**src/rtl/jt053245_pkg.sv**
```systemverilog
// Shared types and constants for the k053245 line-draw slice.
package jt053245_pkg;

  // Fetch/draw sequencer states
  typedef enum logic [1:0] {
    ST_IDLE   = 2'd0,
    ST_FETCH0 = 2'd1,
    ST_FETCH1 = 2'd2,
    ST_DRAW   = 2'd3
  } state_t;

  // hzoom value for 1:1 scaling (also the size of one source pixel in acc units)
  localparam int ZOOM_ONE = 'h40;
  // Source pixels per tile row
  localparam int TILE_W   = 16;
  // Accumulator value marking the end of the source row
  localparam int ACC_END  = TILE_W * ZOOM_ONE;

  // Line-buffer word: colour/priority attributes above the 4bpp pixel
  typedef struct packed {
    logic [9:0] attr;
    logic [3:0] pix;
  } buf_word_t;

  // Pick source pixel idx from a 64-bit row; pixel 0 sits in the top nibble
  function automatic logic [3:0] row_nibble(input logic [63:0] row, input logic [3:0] idx);
    return row[{~idx, 2'b00} +: 4];
  endfunction

endpackage

```
**src/rtl/jt053245_hzacc.sv**
```systemverilog
// Horizontal zoom accumulator: walks source pixels in 1/UNIT-pixel steps,
// flags the last output pixel and exposes the leftover fraction.
module jt053245_hzacc
  import jt053245_pkg::*;
#(
  parameter  int MAXW   = 256,
  parameter  int UNIT   = 64,
  localparam int FRAC_W = $clog2(UNIT),
  localparam int SEL_W  = $clog2(TILE_W)
)(
  input  logic              clk,
  input  logic              rst,
  input  logic              start,
  input  logic              keep,
  input  logic              step,
  input  logic [FRAC_W-1:0] resid,
  input  logic [11:0]       hzoom,
  output logic [SEL_W-1:0]  s,
  output logic              last,
  output logic [FRAC_W-1:0] frac
);

  // Room for the largest pre-end value plus the largest zoom step
  localparam int ACC_W = 13;
  localparam int CNT_W = $clog2(MAXW);

  logic [ACC_W-1:0] acc_q;
  logic [ACC_W-1:0] acc_d;
  logic [CNT_W-1:0] cnt_q;

  assign acc_d = acc_q + ACC_W'(hzoom);
  assign s     = acc_q[FRAC_W +: SEL_W];
  // End on running past the source row, or on the output-width cap
  assign last  = (acc_d >= ACC_W'(ACC_END)) || (cnt_q == CNT_W'(MAXW - 1));
  assign frac  = acc_d[FRAC_W-1:0];

  // Load at row start (optionally resuming the carried fraction), step per output pixel
  always_ff @(posedge clk or posedge rst) begin
    if (rst) begin
      acc_q <= '0;
      cnt_q <= '0;
    end else if (start) begin
      acc_q <= keep ? ACC_W'(resid) : '0;
      cnt_q <= '0;
    end else if (step) begin
      acc_q <= acc_d;
      cnt_q <= cnt_q + 1'b1;
    end
  end

endmodule

```
**src/rtl/jt053245_linedraw.sv**
```systemverilog
// k053245 draw side: latches one tile row from the scanner, fetches its two
// ROM words, then scales it horizontally into the sprite line buffer.
module jt053245_linedraw
  import jt053245_pkg::*;
#(
  parameter int MAXW     = 256,
  parameter int ZOOM_ONE = jt053245_pkg::ZOOM_ONE
)(
  input  logic        clk,
  input  logic        rst,
  input  logic        dr_start,
  output logic        dr_busy,
  input  logic [15:0] code,
  input  logic [9:0]  attr,
  input  logic        hflip,
  input  logic        vflip,
  input  logic [8:0]  hpos,
  input  logic [3:0]  ysub,
  input  logic [11:0] hzoom,
  input  logic        hz_keep,
  output logic [20:0] rom_addr,
  output logic        rom_cs,
  input  logic        rom_ok,
  input  logic [31:0] rom_data,
  output logic [8:0]  buf_addr,
  output logic [13:0] buf_din,
  output logic        buf_we
);

  localparam int FRAC_W = $clog2(ZOOM_ONE);

  state_t      state_q;
  logic        busy_q;
  logic        cs_q;
  logic [20:0] rom_addr_q;
  logic        we_q;
  logic [8:0]  baddr_q;
  buf_word_t   bdin_q;
  logic [8:0]  x_q;
  logic [8:0]  lastx_q;
  logic [FRAC_W-1:0] frac_q;

  // Row context captured at dr_start / from the ROM
  logic [9:0]  attr_q;
  logic        hflip_q;
  logic        keep_q;
  logic [8:0]  hpos_q;
  logic [11:0] hzoom_q;
  logic [31:0] word0_q;
  logic [31:0] word1_q;

  logic        take;
  logic        got0;
  logic        got1;
  logic        drawing;
  logic [3:0]  s;
  logic [3:0]  sp;
  logic [3:0]  pix;
  logic        last;
  logic [FRAC_W-1:0] frac;

  // A second start while busy (including the tail cycle in IDLE) is dropped
  assign take    = (state_q == ST_IDLE) && dr_start && !busy_q;
  assign got0    = (state_q == ST_FETCH0) && rom_ok;
  // rom_ok only counts once the second request is actually on the bus
  assign got1    = (state_q == ST_FETCH1) && cs_q && rom_ok;
  assign drawing = (state_q == ST_DRAW);
  assign sp      = hflip_q ? ~s : s;
  assign pix     = row_nibble({word0_q, word1_q}, sp);

  assign dr_busy  = busy_q;
  assign rom_cs   = cs_q;
  assign rom_addr = rom_addr_q;
  assign buf_we   = we_q;
  assign buf_addr = baddr_q;
  assign buf_din  = bdin_q;

  jt053245_hzacc #(
    .MAXW (MAXW),
    .UNIT (ZOOM_ONE)
  ) u_hzacc (
    .clk   (clk),
    .rst   (rst),
    .start (got1),
    .keep  (keep_q),
    .step  (drawing),
    .resid (frac_q),
    .hzoom (hzoom_q),
    .s     (s),
    .last  (last),
    .frac  (frac)
  );

  // Hold the row parameters and ROM words for the duration of the row
  always_ff @(posedge clk) begin
    if (take) begin
      attr_q  <= attr;
      hflip_q <= hflip;
      keep_q  <= hz_keep;
      hpos_q  <= hpos;
      hzoom_q <= hzoom;
    end
    if (got0) word0_q <= rom_data;
    if (got1) word1_q <= rom_data;
  end

  // Fetch/draw sequencer with registered ROM and line-buffer outputs
  always_ff @(posedge clk or posedge rst) begin
    if (rst) begin
      state_q    <= ST_IDLE;
      busy_q     <= 1'b0;
      cs_q       <= 1'b0;
      rom_addr_q <= '0;
      we_q       <= 1'b0;
      baddr_q    <= '0;
      bdin_q     <= '0;
      x_q        <= '0;
      lastx_q    <= '0;
      frac_q     <= '0;
    end else begin
      we_q <= 1'b0;
      case (state_q)
        ST_IDLE: begin
          if (take) begin
            state_q    <= ST_FETCH0;
            busy_q     <= 1'b1;
            cs_q       <= 1'b1;
            rom_addr_q <= {code, (vflip ? ~ysub : ysub), 1'b0};
          end else begin
            busy_q <= 1'b0;
          end
        end
        ST_FETCH0: begin
          if (got0) begin
            cs_q    <= 1'b0;
            state_q <= ST_FETCH1;
          end
        end
        ST_FETCH1: begin
          // Entry cycle keeps rom_cs low, giving the gap between requests
          if (!cs_q) begin
            cs_q          <= 1'b1;
            rom_addr_q[0] <= 1'b1;
          end else if (got1) begin
            cs_q    <= 1'b0;
            state_q <= ST_DRAW;
            x_q     <= keep_q ? lastx_q + 9'd1 : hpos_q;
          end
        end
        ST_DRAW: begin
          we_q    <= (pix != 4'd0);
          baddr_q <= x_q;
          bdin_q  <= '{attr: attr_q, pix: pix};
          x_q     <= x_q + 9'd1;
          if (last) begin
            lastx_q <= x_q;
            frac_q  <= frac;
            state_q <= ST_IDLE;
          end
        end
        default: state_q <= ST_IDLE;
      endcase
    end
  end

endmodule

```
**config.mk**
```make
export PLATFORM = sky130hd
export DESIGN_NAME = jt053245_linedraw
export DESIGN_NICKNAME = d
export VERILOG_FILES = /design/src/rtl/jt053245_pkg.sv /design/src/rtl/jt053245_hzacc.sv /design/src/rtl/jt053245_linedraw.sv
export SDC_FILE = /design/constraint.sdc
export NUM_CORES = 1
export LEC_CHECK = 0
export CORE_MARGIN = 8
export CORE_UTILIZATION = 50
export DETAILED_ROUTE_END_ITERATION = 8
export PLACE_DENSITY = 0.72
export SLEW_MARGIN = 20
export SYNTH_ARGS = -nofsm -noshare
export SYNTH_HDL_FRONTEND = slang
export SYNTH_HIERARCHICAL = 1
export SYNTH_SLANG_ARGS = --single-unit
```
**constraint.sdc**
```tcl
create_clock -name clk -period 8.9 [get_ports clk]
set_input_delay 0.89 -clock clk [delete_from_list [all_inputs] [get_ports clk]]
set_output_delay 0.89 -clock clk [all_outputs]
set_load 0.05 [all_outputs]
```
==> results.md, run 1 <==
| Step | Item | Value |
| --- | --- | --- |
| timing | Fin. Hold Viols | 0 |
| synth | Avg Synthesized Cell Area | 12.5 um2 |
| cts | Max H-tree Level | 4 |
| cts | Clock tree root driver cell | clkbuf_16 |
| cts | Worst-path clk slew | 0.08 ns |
| min path | Worst min path class | reg -> reg |
| place | Port bufs | 136 |
| synth | Ranking of synthesized cells by area | edfxtp_1 32%, dfrtp_1 26%, mux2_2 5.9%, mux2i_1 4.3%, nand2_1 3.5% |
| grt | Initial antenna violation count | 0 |
| grt | First-pass GRT wire length | 34.1 mm |
| critical path | Depth of the critical timing path with buffers and inverters included | 9 |
| power and ir drop | Power density relative to cell area | 366 nW/um2 |
| synth | Synthesized instance count | 723 |
| run status | Run status | finished, final reports clean |
| min path | Number of cells traversed by the worst hold path | 1 |
| synth | Cell accounting for the most synthesized area | edfxtp_1 |
| die | Num ports | 137 |
| timing | Relative slew margins | 0.294 |
| power and ir drop | Leakage power | 4.32 nW |
| routing | Initial DRC Count | 384 |
| timing | Slew at the pin closest to its max-slew limit | 1.06 ns |
| cts | Buffer count from post-CTS setup fixing | 0 |
| critical path | Critical path required time | 9.22 ns |
| critical path | Launching element type of the critical path | flop |
| die | Floorplan row count | 49 |
| timing | Setup repair after global routing missed its margin | no |
| critical path | Critical path class | reg -> reg |
| synth | Number of flip-flops and latches in the synthesized netlist | 191 |
| critical path | Critical path's largest stage delay | 0.63 ns |
| critical path | Critical path fanouts, max | 16 |
| timing | Post-layout minimum cycle time | 3.46 ns |
| synth | Top cell type's share of synthesized area | 0.323 |
| synth | Number of nets produced by synthesis | 834 |
| die | Area of the die | 22600 um2 |
| routing | Wirelength per Cell | 19.3 um |
| cts | Clock latency on the worst-skew pair | 0.43 ns |
| grt | Vias in the first global route | 6535 |
| synth | Dominant synthesized flop cell | edfxtp_1 |
| synth | Count of flip-flops with a built-in enable after synthesis | 97 |
| final layout | Fraction of layout instances using a drive strength above 1 | 0.121 |
| timing | Setup_tns | 0 ns |
| synth | Share of the yosys chip area belonging to registers | 0.584 |
| cts | Maximum count of clock buffers along a single path | 2 |
| routing | Detailed-route via count | 6159 |
| flow run | Max-cap violations | 0 |
| place | Detailed placement HPWL | 14.7 mm |
| synth | Number of unique standard cell types used by synthesis | 64 |
| final layout | ANT cells | 0 |
| critical path | Arrival time at the worst endpoint | 3.78 ns |
| critical path | WP buf/inv | 0 |
| timing | Max frequency | 0.289 GHz |
| grt | Total Routing Usage GR | 0.194 |
| die | Total core area | 17800 um2 |
| grt | Largest net degree at the start of global routing | 74 |
| die | Die Y-Extent | 150 um |
| synth | Cell area after synthesis | 9020 um2 |
| die | Starting density of the core | 0.506 |
| critical path | Path depth of the worst reg2reg path | 9 |
| power and ir drop | Worst supply voltage drop on vdd | 0.000272 V |
| synth | Synthesis warning total | 6 |
| routing | DRT Pass-1 Iters | 5 |
| cts | Clock Sinks | 191 |
| routing | Drc violations | 0 |
| critical path | Top delay family on crit path | simple AND/OR/NAND/NOR gates |
| routing | Remaining antenna violation count after routing | 0 |
| routing | Detailed-route vias per instance | 5.65 |
| cts | Hold bufs inserted after CTS | 0 |
| place | Routability cong. | 0.861 |
| die | Die Width | 150 um |
| timing | Final worst path period share | 0.389 |
| critical path | Ordered cell list for the critical path | ha_1, nand4_1, a211oi_2, nor3_1, or3b_1, nor3_2, o211ai_1, nand2_1, mux2_2 |
| cts | TritonCTS clock tree | yes |
| final layout | Total number of nets in the final design | 959 |
| cts | Number of buffers created by CTS | 17 |
| final layout | Area Overhead vs Synth | 23.1% |
| cts | PostCTS Resize Cnt | 0 |
| power and ir drop | Total Power | 4.06 mW |
| timing | Clock skew | 0.0100 ns |
| grt | GRT overflow | 0 |
| critical path | CP endpoint kind | flop |
| timing | Setup Viol. Count Final | 0 |
| timing | Final slew viol count | 0 |
| synth | Share of async-settable or async-resettable flops after synthesis | 0.492 |
| routing | Drt total wl | 21.0 mm |
| critical path | Cell at the slowest stage of the critical path | dfrtp_1 |
kinds of logic (layout without fill, tap and decap cells):
group           Yosys count  after routing  synth area share
buf+inv                  57            195            0.0337
compound gates          125            125            0.0878
simple gates            207            207             0.107
flops                   191            191             0.584
xor+xnor                 23             23            0.0223
mux                      99             99             0.136
fa+ha+maj                21             21            0.0300
metal layers:
layer  global-route usage  vias up  part of all wire
li1                     -     2922                 -
met1                0.232     3019              0.41
met2                0.318      193              0.49
met3               0.0772       25             0.084
met4               0.0565        0             0.011
met5                    0        -                 0
cells in the mapped netlist, drive strengths merged, types with 7 or more instances:
cell    instances
edfxtp         97
dfrtp          94
o21ai          32
nor2           45
inv            19
mux4           13
nand2b         11
mux2           47
nand3          28
xor2           11
and3            8
clkbuf         12
nand2          83
buf            25
mux2i          39
a22oi           7
xnor2          12
a21oi          36
ha             20
o22ai          10
placed cells by master, fill, tap and decap left out, types with 8 or more instances in the layout:
cell type,count
mux2_2,47
ha_1,19
mux4_2,9
and3_1,8
o22ai_1,10
xor2_1,11
inv_1,17
a21oi_1,35
clkdlybuf4s50_1,136
edfxtp_1,97
nand2b_1,11
nand3_1,28
nand2_1,83
dfrtp_1,93
nor2_1,45
xnor2_1,12
mux2i_1,39
clkbuf_16,17
o21ai_0,29
state kept, by name, summed over array words and instances (netlist names), 10 cells and up:
name and cells:
attr_q 10, buf_din 14, hzoom_q 12, rom_addr 21
u_hzacc/acc_q 13, word0_q 32, word1_q 32
cell type report:
class / instances / area [um2]
clock buffer: 17 / 425
inverter: 20 / 75.1
clock inverter: 15 / 186
timing repair buffer: 143 / 1410
fill: 1357 / 6730
tap: 229 / 287
sequential: 191 / 5270
multi-input combinational: 475 / 3450
final timing paths:
check | start | endpoint | slack [ns]
max | u_hzacc/acc_q[6]$_DFFE_PP0P_ | lastx_q[8]$_DFFE_PP0P_ | 5.44
max in group asynchronous | rst | buf_din[2]$_DFFE_PP0N_ | 7.14
max reg2reg | u_hzacc/acc_q[6]$_DFFE_PP0P_ | lastx_q[8]$_DFFE_PP0P_ | 5.44
min reg2reg | attr_q[0]$_DFFE_PP_ | buf_din[4]$_DFFE_PP0N_ | 0.48
min in group asynchronous | rst | u_hzacc/acc_q[8]$_DFFE_PP0P_ | 1.01
min | attr_q[0]$_DFFE_PP_ | buf_din[4]$_DFFE_PP0N_ | 0.48
worst register-to-register path, cell delays in order, from the launching register on:
cell,delay [ns]
dfrtp_1,0.63
ha_1,0.52
nand4_1,0.13
a211oi_2,0.26
nor3_1,0.09
or3b_1,0.39
nor3_2,0.19
o211ai_1,0.16
nand2_1,0.55
mux2_2,0.42
power breakdown:
| part | switching, mW | internal (mW) |
|---|---|---|
| combinational | 1.11 | 0.764 |
| clock | 0.375 | 0.383 |
| sequential | 0.205 | 1.22 |
per-stage QoR:
| stage | instance area, um2 | hold slack (ns) | cells | setup slack, ns | utilization |
|---|---|---|---|---|---|
| floorplan | 9020 | 0.454 | 723 | 5.83 | - |
| global placement | 10500 | 0.456 | 1058 | 5.63 | 0.588 |
| detailed placement | 10500 | 0.465 | 1058 | 5.51 | 0.588 |
| CTS | 11100 | 0.487 | 1090 | 5.47 | 0.623 |
| global route | 11100 | 0.497 | 1090 | 5.26 | 0.623 |
| finish | 11100 | 0.482 | 1090 | 5.44 | 0.623 |
Note: power is estimated with default switching activity, not from simulation.
==> run 2, diff against run 1 <==
- clock period: 8.9 -> 3.3 ns (I/O delays scaled with it)
==> results.md, run 2 (same netlist as run 1, synthesis figures left out) <==
| Step | Item | Value |
| --- | --- | --- |
| critical path | CP endpoint kind | flop |
| critical path | Arrival time at the worst endpoint | 3.41 ns |
| routing | Detailed-route via count | 6289 |
| flow run | Max-cap violations | 0 |
| critical path | Critical path fanouts, max | 9 |
| final layout | Area Overhead vs Synth | 24.0% |
| critical path | Path depth of the worst reg2reg path | 12 |
| critical path | Worst R2R Start | u_hzacc/acc_q[0]$_DFFE_PP0P_ |
| final layout | Fraction of layout instances using a drive strength above 1 | 0.129 |
| critical path | Critical path required time | 3.62 ns |
| die | Floorplan row count | 49 |
| final layout | ANT cells | 0 |
| place | Pre-CTS WS | 0.251 ns |
| final layout | Post-layout utilization of the core | 0.627 |
| die | Area of the die | 22600 um2 |
| cts | TritonCTS clock tree | yes |
| place | Cell Area, Placed | 10600 um2 |
| place | Routability cong. | 0.899 |
| timing | Clock skew | 0.0104 ns |
| routing | Detailed-route vias per instance | 5.73 |
| critical path | Launching element type of the critical path | flop |
| timing | Fin. Hold Viols | 0 |
| critical path | Ordered cell list for the critical path | ha_1, inv_1, fa_1, nand2b_1, a211oi_2, nor3_1, or3b_1, nor3_2, o211ai_1, nand2_1, buf_4, mux2_2 |
| power and ir drop | Worst supply voltage drop on vdd | 0.000702 V |
| grt | First-pass GRT wire length | 34.6 mm |
| die | Num ports | 137 |
| critical path | Worst R2R End | lastx_q[2]$_DFFE_PP0P_ |
| cts | Number of buffers created by CTS | 17 |
| run status | Run status | finished, final reports clean |
| final layout | Area of all placed cells without fillers | 11200 um2 |
| routing | Wirelength per Cell | 19.4 um |
| cts | Worst-path clk slew | 0.07 ns |
| critical path | Top delay family on crit path | simple AND/OR/NAND/NOR gates |
| grt | Total Routing Usage GR | 0.195 |
| place | Detailed placement HPWL | 15.3 mm |
| timing | Post-layout minimum cycle time | 3.09 ns |
| place | Port bufs | 136 |
| timing | Setup repair after global routing missed its margin | no |
| critical path | WP buf/inv | 2 |
| die | Total core area | 17800 um2 |
| final layout | Number of standard cells in the layout, taps in and fillers out | 1098 |
| timing | Smallest setup slack after layout | 0.209 ns |
| timing | Final worst path period share | 0.937 |
| cts | Buffer count from post-CTS setup fixing | 0 |
| timing | Slew at the pin closest to its max-slew limit | 0.887 ns |
| timing | Setup Viol. Count Final | 0 |
| final layout | Leading cell types in the layout, fill and taps excluded | 136 x clkdlybuf4s50_1, 97 x edfxtp_1, 93 x dfrtp_1, 83 x nand2_1, 47 x mux2_2 |
| cts | Hold bufs inserted after CTS | 0 |
| timing | Max frequency | 0.324 GHz |
| power and ir drop | Total Power | 11.1 mW |
| timing | Relative slew margins | 0.408 |
| routing | DRT Pass-1 Iters | 5 |
| grt | GRT overflow | 0 |
| critical path | Register-to-register path setup slack | 0.21 ns |
| timing | Setup_tns | 0 ns |
| die | Die Y-Extent | 150 um |
| cts | Clock Sinks | 191 |
| grt | Largest net degree at the start of global routing | 48 |
| timing | Final slew viol count | 0 |
| final layout | Total number of nets in the final design | 967 |
| timing | Final Hold Slack | 0.183 ns |
| min path | Worst min path class | in -> async |
| cts | Maximum count of clock buffers along a single path | 2 |
| routing | Drt total wl | 21.3 mm |
| routing | Drc violations | 0 |
| grt | Initial antenna violation count | 0 |
| final layout | Most common cell after layout, fill and taps aside | clkdlybuf4s50_1 |
| die | Starting density of the core | 0.506 |
| grt | Vias in the first global route | 6761 |
| routing | Initial DRC Count | 412 |
| cts | Clock latency on the worst-skew pair | 0.44 ns |
| place | Cells after DPL | 1066 |
| power and ir drop | Leakage power | 4.37 nW |
| critical path | Critical path class | reg -> reg |
| power and ir drop | Power density relative to cell area | 992 nW/um2 |
| critical path | Cell at the slowest stage of the critical path | or3b_1 |
| final layout | Filler cells | 1345 |
| cts | Max H-tree Level | 4 |
| cts | Clock tree root driver cell | clkbuf_16 |
| die | Die Width | 150 um |
| critical path | Critical path's largest stage delay | 0.40 ns |
| routing | Remaining antenna violation count after routing | 0 |
| cts | PostCTS Resize Cnt | 0 |
run 2: changes by cell type in the layout (fill, tap and decap cells not counted), sizes merged:
| cell | change |
|---|---|
| buf | +8 |
| bufinv | +1 |
| clkinv | -1 |
run 2: worst register-to-register path, delay by kind of cell (launching register included):
family | cells | cell delay, ns
AND/OR/NAND/NOR | 5 | 1.00
adder cells (fa/ha/maj) | 2 | 0.57
AO/OA/AOI/OAI | 2 | 0.42
flip-flops | 1 | 0.36
multiplexers | 1 | 0.35
buffers and inverters | 2 | 0.25
run 2: metal layers:
metal	global-route usage	vias to the layer above	share of wire	routed length [um]
met5	0	-	0	0
met4	0.0750	0	0.017	366
met3	0.0658	31	0.079	1680
met2	0.330	220	0.50	10700
met1	0.226	3116	0.40	8590
li1	-	2922	-	-
run 2: power breakdown:
| group | internal (mW) | switching [mW] |
|---|---|---|
| Sequential | 3.29 | 0.520 |
| Combinational | 2.11 | 3.07 |
| Clock | 1.10 | 1.01 |
| Total | 6.50 | 4.59 |
run 2: layout make-up:
cell class / count / area [um2] / share of cell area
well taps: 229 / 287 / 0.0256
multi-input cells: 475 / 3450 / 0.309
inverters: 20 / 75.1 / 0.00671
clock buffers: 17 / 425 / 0.0380
repair buffers: 151 / 1490 / 0.133
flip-flops and latches: 191 / 5270 / 0.471
clock inverters: 15 / 195 / 0.0174
run 2: worst max path at each step:
stage	cells after the start	startpoint	to	slack, ns
6_report	12	u_hzacc/acc_q[0]$_DFFE_PP0P_	lastx_q[2]$_DFFE_PP0P_	0.21
5_1_grt	12	u_hzacc/acc_q[0]$_DFFE_PP0P_	state_q[1]$_DFFE_PP0P_	0.06
4_1_cts	12	u_hzacc/acc_q[0]$_DFFE_PP0P_	lastx_q[7]$_DFFE_PP0P_	0.22
3_5_place_dp	12	u_hzacc/acc_q[0]$_DFFE_PP0P_	lastx_q[6]$_DFFE_PP0P_	0.25
3_3_place_gp	12	u_hzacc/acc_q[0]$_DFFE_PP0P_	lastx_q[0]$_DFFE_PP0P_	0.31
2_1_floorplan	12	u_hzacc/acc_q[0]$_DFFE_PP0P_	frac_q[0]$_DFFE_PP0P_	0.23
==> run 3, diff against run 2 <==
- CAP_MARGIN: not set -> 5
==> results of run 3 <==
Final layout, timing and power as in run 2 (identical DEF).
